**src/rtl/ws2811_pkg.sv**
```systemverilog
// Shared types, default WS2811 timing and the per-channel brightness scaler
// used by the frame driver.
package ws2811_pkg;

    typedef enum logic [1:0] {
        S_IDLE,
        S_LOAD,
        S_SEND,
        S_LATCH
    } state_t;

    typedef struct packed {
        logic [7:0] r;
        logic [7:0] g;
        logic [7:0] b;
    } color_t;

    localparam int DEF_MAX_LEDS = 64;
    localparam int DEF_BIT_CYC  = 125;
    localparam int DEF_T0H_CYC  = 25;
    localparam int DEF_T1H_CYC  = 60;
    localparam int DEF_RST_CYC  = 2500;

    // (c * (b + 1)) >> 8 per channel: b=255 is unity, b=0 is black.
    function automatic color_t scale(input color_t c, input logic [7:0] b);
        logic [15:0] k;
        logic [15:0] pr;
        logic [15:0] pg;
        logic [15:0] pb;
        color_t      o;
        k    = {8'd0, b} + 16'd1;
        pr   = {8'd0, c.r} * k;
        pg   = {8'd0, c.g} * k;
        pb   = {8'd0, c.b} * k;
        o.r  = 8'(pr >> 8);
        o.g  = 8'(pg >> 8);
        o.b  = 8'(pb >> 8);
        return o;
    endfunction

endpackage

```
**src/rtl/ws2811_bit_encoder.sv**
```systemverilog
// One WS2811 bit cell: high for T0H/T1H cycles, low for the rest of BIT_CYC.
// A bit_start during bit_last chains the next bit with no idle cycle.
module ws2811_bit_encoder
    import ws2811_pkg::*;
#(
    parameter int BIT_CYC = DEF_BIT_CYC,
    parameter int T0H_CYC = DEF_T0H_CYC,
    parameter int T1H_CYC = DEF_T1H_CYC
) (
    input  logic clock,
    input  logic reset,
    input  logic bit_val,
    input  logic bit_start,
    output logic serial_bit,
    output logic bit_last
);

    localparam int CW = $clog2(BIT_CYC);
    localparam logic [CW-1:0] LAST_CNT = CW'(BIT_CYC - 1);
    localparam logic [CW-1:0] T0_CNT   = CW'(T0H_CYC);
    localparam logic [CW-1:0] T1_CNT   = CW'(T1H_CYC);

    logic [CW-1:0] r_cnt;
    logic          r_active;
    logic          r_val;
    logic          r_serial;
    logic [CW-1:0] w_high;

    assign w_high     = r_val ? T1_CNT : T0_CNT;
    assign bit_last   = r_active && (r_cnt == LAST_CNT);
    assign serial_bit = r_serial;

    always_ff @(posedge clock) begin
        if (reset) begin
            r_active <= 1'b0;
            r_serial <= 1'b0;
            r_cnt    <= '0;
            r_val    <= 1'b0;
        end else if (bit_start) begin
            r_active <= 1'b1;
            r_serial <= 1'b1;
            r_cnt    <= '0;
            r_val    <= bit_val;
        end else if (r_active) begin
            if (r_cnt == LAST_CNT) begin
                r_active <= 1'b0;
                r_serial <= 1'b0;
            end else begin
                r_cnt    <= r_cnt + 1'b1;
                r_serial <= ((r_cnt + 1'b1) < w_high);
            end
        end
    end

endmodule

```
**src/rtl/ws2811_frame_driver.sv**
```systemverilog
// WS2811 strip driver: frame buffer, brightness scaling, gapless bit stream
// and latch gap, in single-shot or continuous refresh.
module ws2811_frame_driver
    import ws2811_pkg::*;
#(
    parameter int MAX_LEDS = DEF_MAX_LEDS,
    parameter int BIT_CYC  = DEF_BIT_CYC,
    parameter int T0H_CYC  = DEF_T0H_CYC,
    parameter int T1H_CYC  = DEF_T1H_CYC,
    parameter int RST_CYC  = DEF_RST_CYC,
    localparam int AW      = $clog2(MAX_LEDS)
) (
    input  logic          clock,
    input  logic          reset,
    input  logic          wr_en,
    input  logic [AW-1:0] wr_addr,
    input  logic [23:0]   wr_data,
    input  logic [AW:0]   led_count,
    input  logic [7:0]    brightness,
    input  logic          start,
    input  logic          continuous,
    output logic          busy,
    output logic          frame_done,
    output logic          serial,
    output logic          db_serial
);

    localparam int LW = $clog2(RST_CYC + 1);
    localparam logic [AW:0]   MAX_CNT   = (AW+1)'(MAX_LEDS);
    localparam logic [LW-1:0] LAT_START = LW'(RST_CYC - 1);
    localparam logic          LAT_ONE   = (RST_CYC == 1);

    state_t        r_state;
    color_t        r_buf [MAX_LEDS];
    color_t        r_rd_data;
    color_t        r_word;
    logic [4:0]    r_bit;
    logic [AW:0]   r_led;
    logic [AW:0]   r_count;
    logic [7:0]    r_bright;
    logic [LW-1:0] r_lat;
    logic          r_busy;
    logic          r_done;

    color_t        w_scaled;
    logic [AW:0]   w_count_in;
    logic          w_last_led;
    logic          w_rd_en;
    logic [AW-1:0] w_rd_addr;
    logic          w_bit_start;
    logic          w_bit_val;
    logic          w_bit_last;
    logic          w_serial;

    assign w_scaled   = scale(r_rd_data, r_bright);
    assign w_count_in = (led_count > MAX_CNT) ? MAX_CNT : led_count;
    assign w_last_led = (r_led == r_count - 1'b1);

    // Reads are registered; the next word is fetched as bit 23 begins.
    always_comb begin
        w_rd_en   = 1'b0;
        w_rd_addr = '0;
        case (r_state)
            S_IDLE:  w_rd_en = start;
            S_LATCH: w_rd_en = (r_lat == '0) && continuous;
            S_SEND: begin
                w_rd_en   = w_bit_last && (r_bit == 5'd22);
                w_rd_addr = AW'(r_led + 1'b1);
            end
            default: w_rd_en = 1'b0;
        endcase
    end

    always_comb begin
        w_bit_start = 1'b0;
        w_bit_val   = 1'b0;
        case (r_state)
            S_LOAD: begin
                w_bit_start = (r_count != '0);
                w_bit_val   = w_scaled[23];
            end
            S_SEND: begin
                if (w_bit_last) begin
                    if (r_bit == 5'd23) begin
                        w_bit_start = !w_last_led;
                        w_bit_val   = w_scaled[23];
                    end else begin
                        w_bit_start = 1'b1;
                        w_bit_val   = r_word[22];
                    end
                end
            end
            default: w_bit_start = 1'b0;
        endcase
    end

    always_ff @(posedge clock) begin
        if (reset) begin
            for (int i = 0; i < MAX_LEDS; i++) r_buf[i] <= '0;
        end else begin
            if (wr_en) r_buf[wr_addr] <= wr_data;
            if (w_rd_en) r_rd_data <= r_buf[w_rd_addr];
        end
    end

    always_ff @(posedge clock) begin
        if (reset) begin
            r_state <= S_IDLE;
            r_busy  <= 1'b0;
            r_done  <= 1'b0;
            r_bit   <= '0;
            r_led   <= '0;
            r_lat   <= '0;
            r_count <= '0;
        end else begin
            r_done <= 1'b0;
            case (r_state)
                S_IDLE: begin
                    if (start) begin
                        r_state  <= S_LOAD;
                        r_busy   <= 1'b1;
                        r_count  <= w_count_in;
                        r_bright <= brightness;
                    end
                end
                S_LOAD: begin
                    r_word <= w_scaled;
                    r_bit  <= '0;
                    r_led  <= '0;
                    if (r_count == '0) begin
                        r_state <= S_LATCH;
                        r_lat   <= LAT_START;
                        r_done  <= LAT_ONE;
                    end else begin
                        r_state <= S_SEND;
                    end
                end
                S_SEND: begin
                    if (w_bit_last) begin
                        if (r_bit == 5'd23) begin
                            if (w_last_led) begin
                                r_state <= S_LATCH;
                                r_lat   <= LAT_START;
                                r_done  <= LAT_ONE;
                            end else begin
                                r_led  <= r_led + 1'b1;
                                r_bit  <= '0;
                                r_word <= w_scaled;
                            end
                        end else begin
                            r_bit  <= r_bit + 1'b1;
                            r_word <= color_t'({r_word[22:0], 1'b0});
                        end
                    end
                end
                S_LATCH: begin
                    if (r_lat == '0) begin
                        if (continuous) begin
                            r_state  <= S_LOAD;
                            r_count  <= w_count_in;
                            r_bright <= brightness;
                        end else begin
                            r_state <= S_IDLE;
                            r_busy  <= 1'b0;
                        end
                    end else begin
                        r_lat <= r_lat - 1'b1;
                        if (r_lat == LW'(1)) r_done <= 1'b1;
                    end
                end
                default: r_state <= S_IDLE;
            endcase
        end
    end

    ws2811_bit_encoder #(
        .BIT_CYC (BIT_CYC),
        .T0H_CYC (T0H_CYC),
        .T1H_CYC (T1H_CYC)
    ) u_enc (
        .clock      (clock),
        .reset      (reset),
        .bit_val    (w_bit_val),
        .bit_start  (w_bit_start),
        .serial_bit (w_serial),
        .bit_last   (w_bit_last)
    );

    assign serial     = w_serial;
    assign db_serial  = w_serial;
    assign busy       = r_busy;
    assign frame_done = r_done;

endmodule
```
**config.mk**
```make
export PLATFORM = sky130hd
export DESIGN_NAME = ws2811_frame_driver
export DESIGN_NICKNAME = d
export VERILOG_FILES = /design/src/rtl/ws2811_pkg.sv /design/src/rtl/ws2811_bit_encoder.sv /design/src/rtl/ws2811_frame_driver.sv
export SDC_FILE = /design/constraint.sdc
export NUM_CORES = 2
export LEC_CHECK = 0
export BUFFER_PORTS_ARGS = -buffer_cell sky130_fd_sc_hd__clkbuf_2
export CORE_MARGIN = 1
export CORE_UTILIZATION = 54
export CTS_BUF_LIST = sky130_fd_sc_hd__clkbuf_4
export CTS_CLUSTER_SIZE = 20
export DETAILED_ROUTE_END_ITERATION = 10
export GPL_TIMING_DRIVEN = 0
export PLACE_DENSITY = 0.71
export SLEW_MARGIN = 15
export SYNTH_ARGS = -nofsm -noshare
export SYNTH_HDL_FRONTEND = slang
export SYNTH_SLANG_ARGS = --single-unit
```
**constraint.sdc**
```tcl
create_clock -name clock -period 5.5 [get_ports clock]
set_clock_uncertainty 0.2 [all_clocks]
set_input_delay 0.55 -clock clock [delete_from_list [all_inputs] [get_ports clock]]
set_output_delay 0.55 -clock clock [all_outputs]
set_load 0.02 [all_outputs]
```
==> flow_summary_export.csv <==
group,metric,value,unit
critical_path,crit_path_end_kind,"register",
floorplan,io_pins,54,
pwr,internal_power,25600,uW
timing,final-setup-viol-count,31,
pwr,comb_power_share,0.354,
outcome,violations,"max-capacitance violations, max-slew violations, negative setup slack",
floorplan,core_area,148000,um2
placed_design,dp.cells,8011,
cts,clock-root-buffer,"clkbuf_4",
timing,period_share,1.09,
yosys,syn-cell-area,80900,um2
timing,slew_viol_final,10,
finish,post-route-util,0.618,
floorplan,dieHeight,389,um
routing,drt_first_pass_iters,6,
timing,rsz0062_at_grt,"true",
routing,first_iter_violations,11300,
run,maxCapViolCount,3,
grt,grt_max_degree,25,
placed_design,place_hpwl,251000,um
cts,cts.sinks,1636,
placed_design,port_buffers,23,
min_path,hold_depth,4,
floorplan,die_area,151000,um2
routing,routed_wl,368000,um
routing,viasPerCell,6.91,
outcome,status,"finished, violations left",
min_path,hp-start,"wr_data[4]",
yosys,async_reset_ff_frac,0,
finish,flow.area_growth_from_synthesis,13.1,%
timing,fin_crit,5.97,ns
cts,ctsLongestPathBuffers,4,
timing,worstMarginPinSlew,1.50,ns
critical_path,worstReg2RegEnd,"r_rd_data[12]",
grt,antenna_found_initial,71,
yosys,synthCells,6038,
timing,final.setup.tns,-5.71,ns
pwr,leakage,0.0329,uW
critical_path,critPathKind,"register to register",
yosys,synth_nets,6321,
cts,cts-buffers-inserted,435,
grt,grt_pass1_wl,485000,um
placed_design,place.gp.congestion,1.11,
finish,drive_gt1_frac,0.202,
critical_path,path_max_fanout,10,
finish,nets,6922,
floorplan,die_w,389,um
critical_path,worst_ep_arrival_time,6.82,ns
timing,hold-worst-slack,0.0350,ns
yosys,ys_seq_area_frac,0.602,
min_path,holdPathEnd,"r_buf[8][4]",
grt,grt_pass1_vias,57700,
yosys,synth_area_leader_cell,"edfxtp_1",
cts,cts_tree,"yes",
min_path,min_path_type,"input port to register",
routing,post_drt_wl_per_cell,41.3,um
yosys,synth-seq-cells,1636,
yosys,synth_top_flop_cell,"edfxtp_1",
routing,drc,0,
timing,finalHoldViolations,0,
finish,fin_cells,8927,
floorplan,start_util,0.546,
pwr,p_switching,14300,uW
finish,num-fill-cells,11600,
cts,h-tree-depth,5,
grt,grt-ovfl-total,0,
yosys,yosysUniqueCellTypes,75,
yosys,ys_warn_count,0,
critical_path,r2r_setup_slack,-0.47,ns
timing,setup_slack,-0.474,ns
yosys,yosys-top-cells-area,"edfxtp_1 (59%), and2_1 (13%), mux4_2 (7.3%), fa_1 (3.0%), clkbuf_1 (2.1%)",
pwr,vdd_ir_drop_max,0.496,mV
cts,clk_pin_slew,0.07,ns
routing,vias,61700,
yosys,synth_most_common_cell,"and2_1",
routing,detail-route-antenna-nets,0,
yosys,synthDominantCellAreaShare,0.590,
pwr,p_per_area,435,nW/um2
critical_path,r2r-start,"r_state[0]",
pwr,p_sw_frac,0.358,
pwr,pwr-share-clk,0.266,
critical_path,r2r_cells,11,
cts,worstSkewPairLatency,1.52,ns
critical_path,required,6.35,ns
placed_design,place_area,84000,um2
critical_path,cp-start-kind,"register",
timing,max_freq,0.167,GHz
grt,grt_usage,0.485,
yosys,synth_edf_count,1591,
floorplan,row_count,141,
finish,post-route-cell-area,91500,um2
pwr,seqPwrFrac,0.380,
timing,relSlewSlack,-0.00157,
yosys,synth.avg_cell_area,13.4,um2
yosys,synthTopCellsByCount,"and2_1 (1667), edfxtp_1 (1591), clkbuf_1 (457), mux4_2 (264), nand2_1 (206)",
[stage by stage]
step / setup WS [ns] / total power (uW)
5_1_grt: -0.323 / 41200
3_3_place_gp: -2.16 / 26800
3_5_place_dp: -1.53 / 27100
4_1_cts: -0.0195 / 38400
2_1_floorplan: 0.163 / 22900
6_report: -0.474 / 39900
[cells by family (layout without fill, tap and decap cells)]
family                   after synthesis  after routing  synth area share
adder cells (fa/ha/maj)              233            233            0.0472
multiplexers                         298            298            0.0778
other                                  0             82                 0
flip-flops                          1636           1636             0.602
AND/OR/NAND/NOR                     2362           2362             0.171
buffers and inverters                726           1603            0.0347
XOR/XNOR                              70             70           0.00758
AO/OA/AOI/OAI                        713            713            0.0599
[sequential cells by signal, indices dropped and copies added, names as in the netlist]
name	cells
u_enc.r_cnt	7
busy	1
u_enc.r_val	1
u_enc.serial_bit	1
r_buf	1536
r_bit	5
u_enc.r_active	1
r_led	7
r_count	7
r_state	2
r_word	23
r_rd_data	24
frame_done	1
r_bright	8
r_lat	12
[layer usage]
layer / vias to the layer above / global-route usage / wire length (um)
li1: 23300 / - / -
met1: 30800 / 0.600 / 124000
met2: 6050 / 0.670 / 152000
met3: 1451 / 0.211 / 59600
met4: 40 / 0.368 / 32500
met5: - / 0 / 613
[cells in the final DEF (no fill, tap or decap), types with 22 or more instances in the layout]
cell type         n
o221ai_1        109
inv_1           161
buf_2            52
edfxtp_1       1591
clkbuf_2        108
mux4_2          264
buf_4            71
a21oi_1         140
o22ai_1         112
ha_1            105
and2_1         1659
nor2b_1          26
dlygate4sd3_1    75
clkbuf_1        350
nor3_1           32
nor2_1          157
or2_2            67
clkbuf_4        651
and3_1           59
o21ai_0         100
clkinv_1         59
nand3_1          36
a211oi_1         87
fa_1            120
nand2_1         202
xnor2_1          37
diode_2          82
mux2i_1          25
xor2_1           22
dfxtp_1          45
[power groups by stage]
stage,sequential (uW),combinational (uW),clock (uW)
2_1_floorplan,15200,7630,0
3_3_place_gp,15400,11400,0
3_5_place_dp,15400,11700,0
4_1_cts,15100,12800,10400
5_1_grt,15200,15000,11000
6_report,15200,14100,10600
[worst max-delay path, stage by stage (launching register included)]
cell and delay, ns:
dfxtp_1 0.34, inv_1 0.12, ha_1 0.15, buf_2 0.45
clkbuf_2 0.54, and2_1 0.21, clkbuf_1 0.17, clkbuf_1 0.89
clkbuf_1 1.01, o311ai_2 0.48, a21oi_1 0.73, nor4_1 0.24
[worst max path at each step]
stage | end | start | slack [ns]
floorplan | r_word[6] | r_bright[0] | 0.16
global placement | r_rd_data[0] | r_led[1] | -2.16
detailed placement | r_rd_data[20] | r_state[0] | -1.53
CTS | r_word[15] | r_bright[0] | -0.02
global route | r_word[6] | r_bright[0] | -0.32
finish | r_rd_data[12] | r_state[0] | -0.47
[final cells by class]
type                            count  area (um2)  area share
Timing Repair Buffer              170        1730      0.0189
Antenna cell                       82         205     0.00224
Multi-Input combinational cell   3676       30100       0.329
Clock buffer                      640        4800      0.0525
Clock inverter                     73         314     0.00343
Sequential cell                  1636       48700       0.532
Inverter                          163         612     0.00669
Tap cell                         1930        2410      0.0264
Buffer                            557        2670      0.0291
[repair_timing]
item,4_1_cts,5_1_grt
hold endpoints to repair,819,0
pin swaps,36,39
setup endpoints to repair,48,38
setup buffers,33,21
resized for setup,203,80
hold buffers,75,0
No activity file was read; power rests on OpenSTA's default activity.
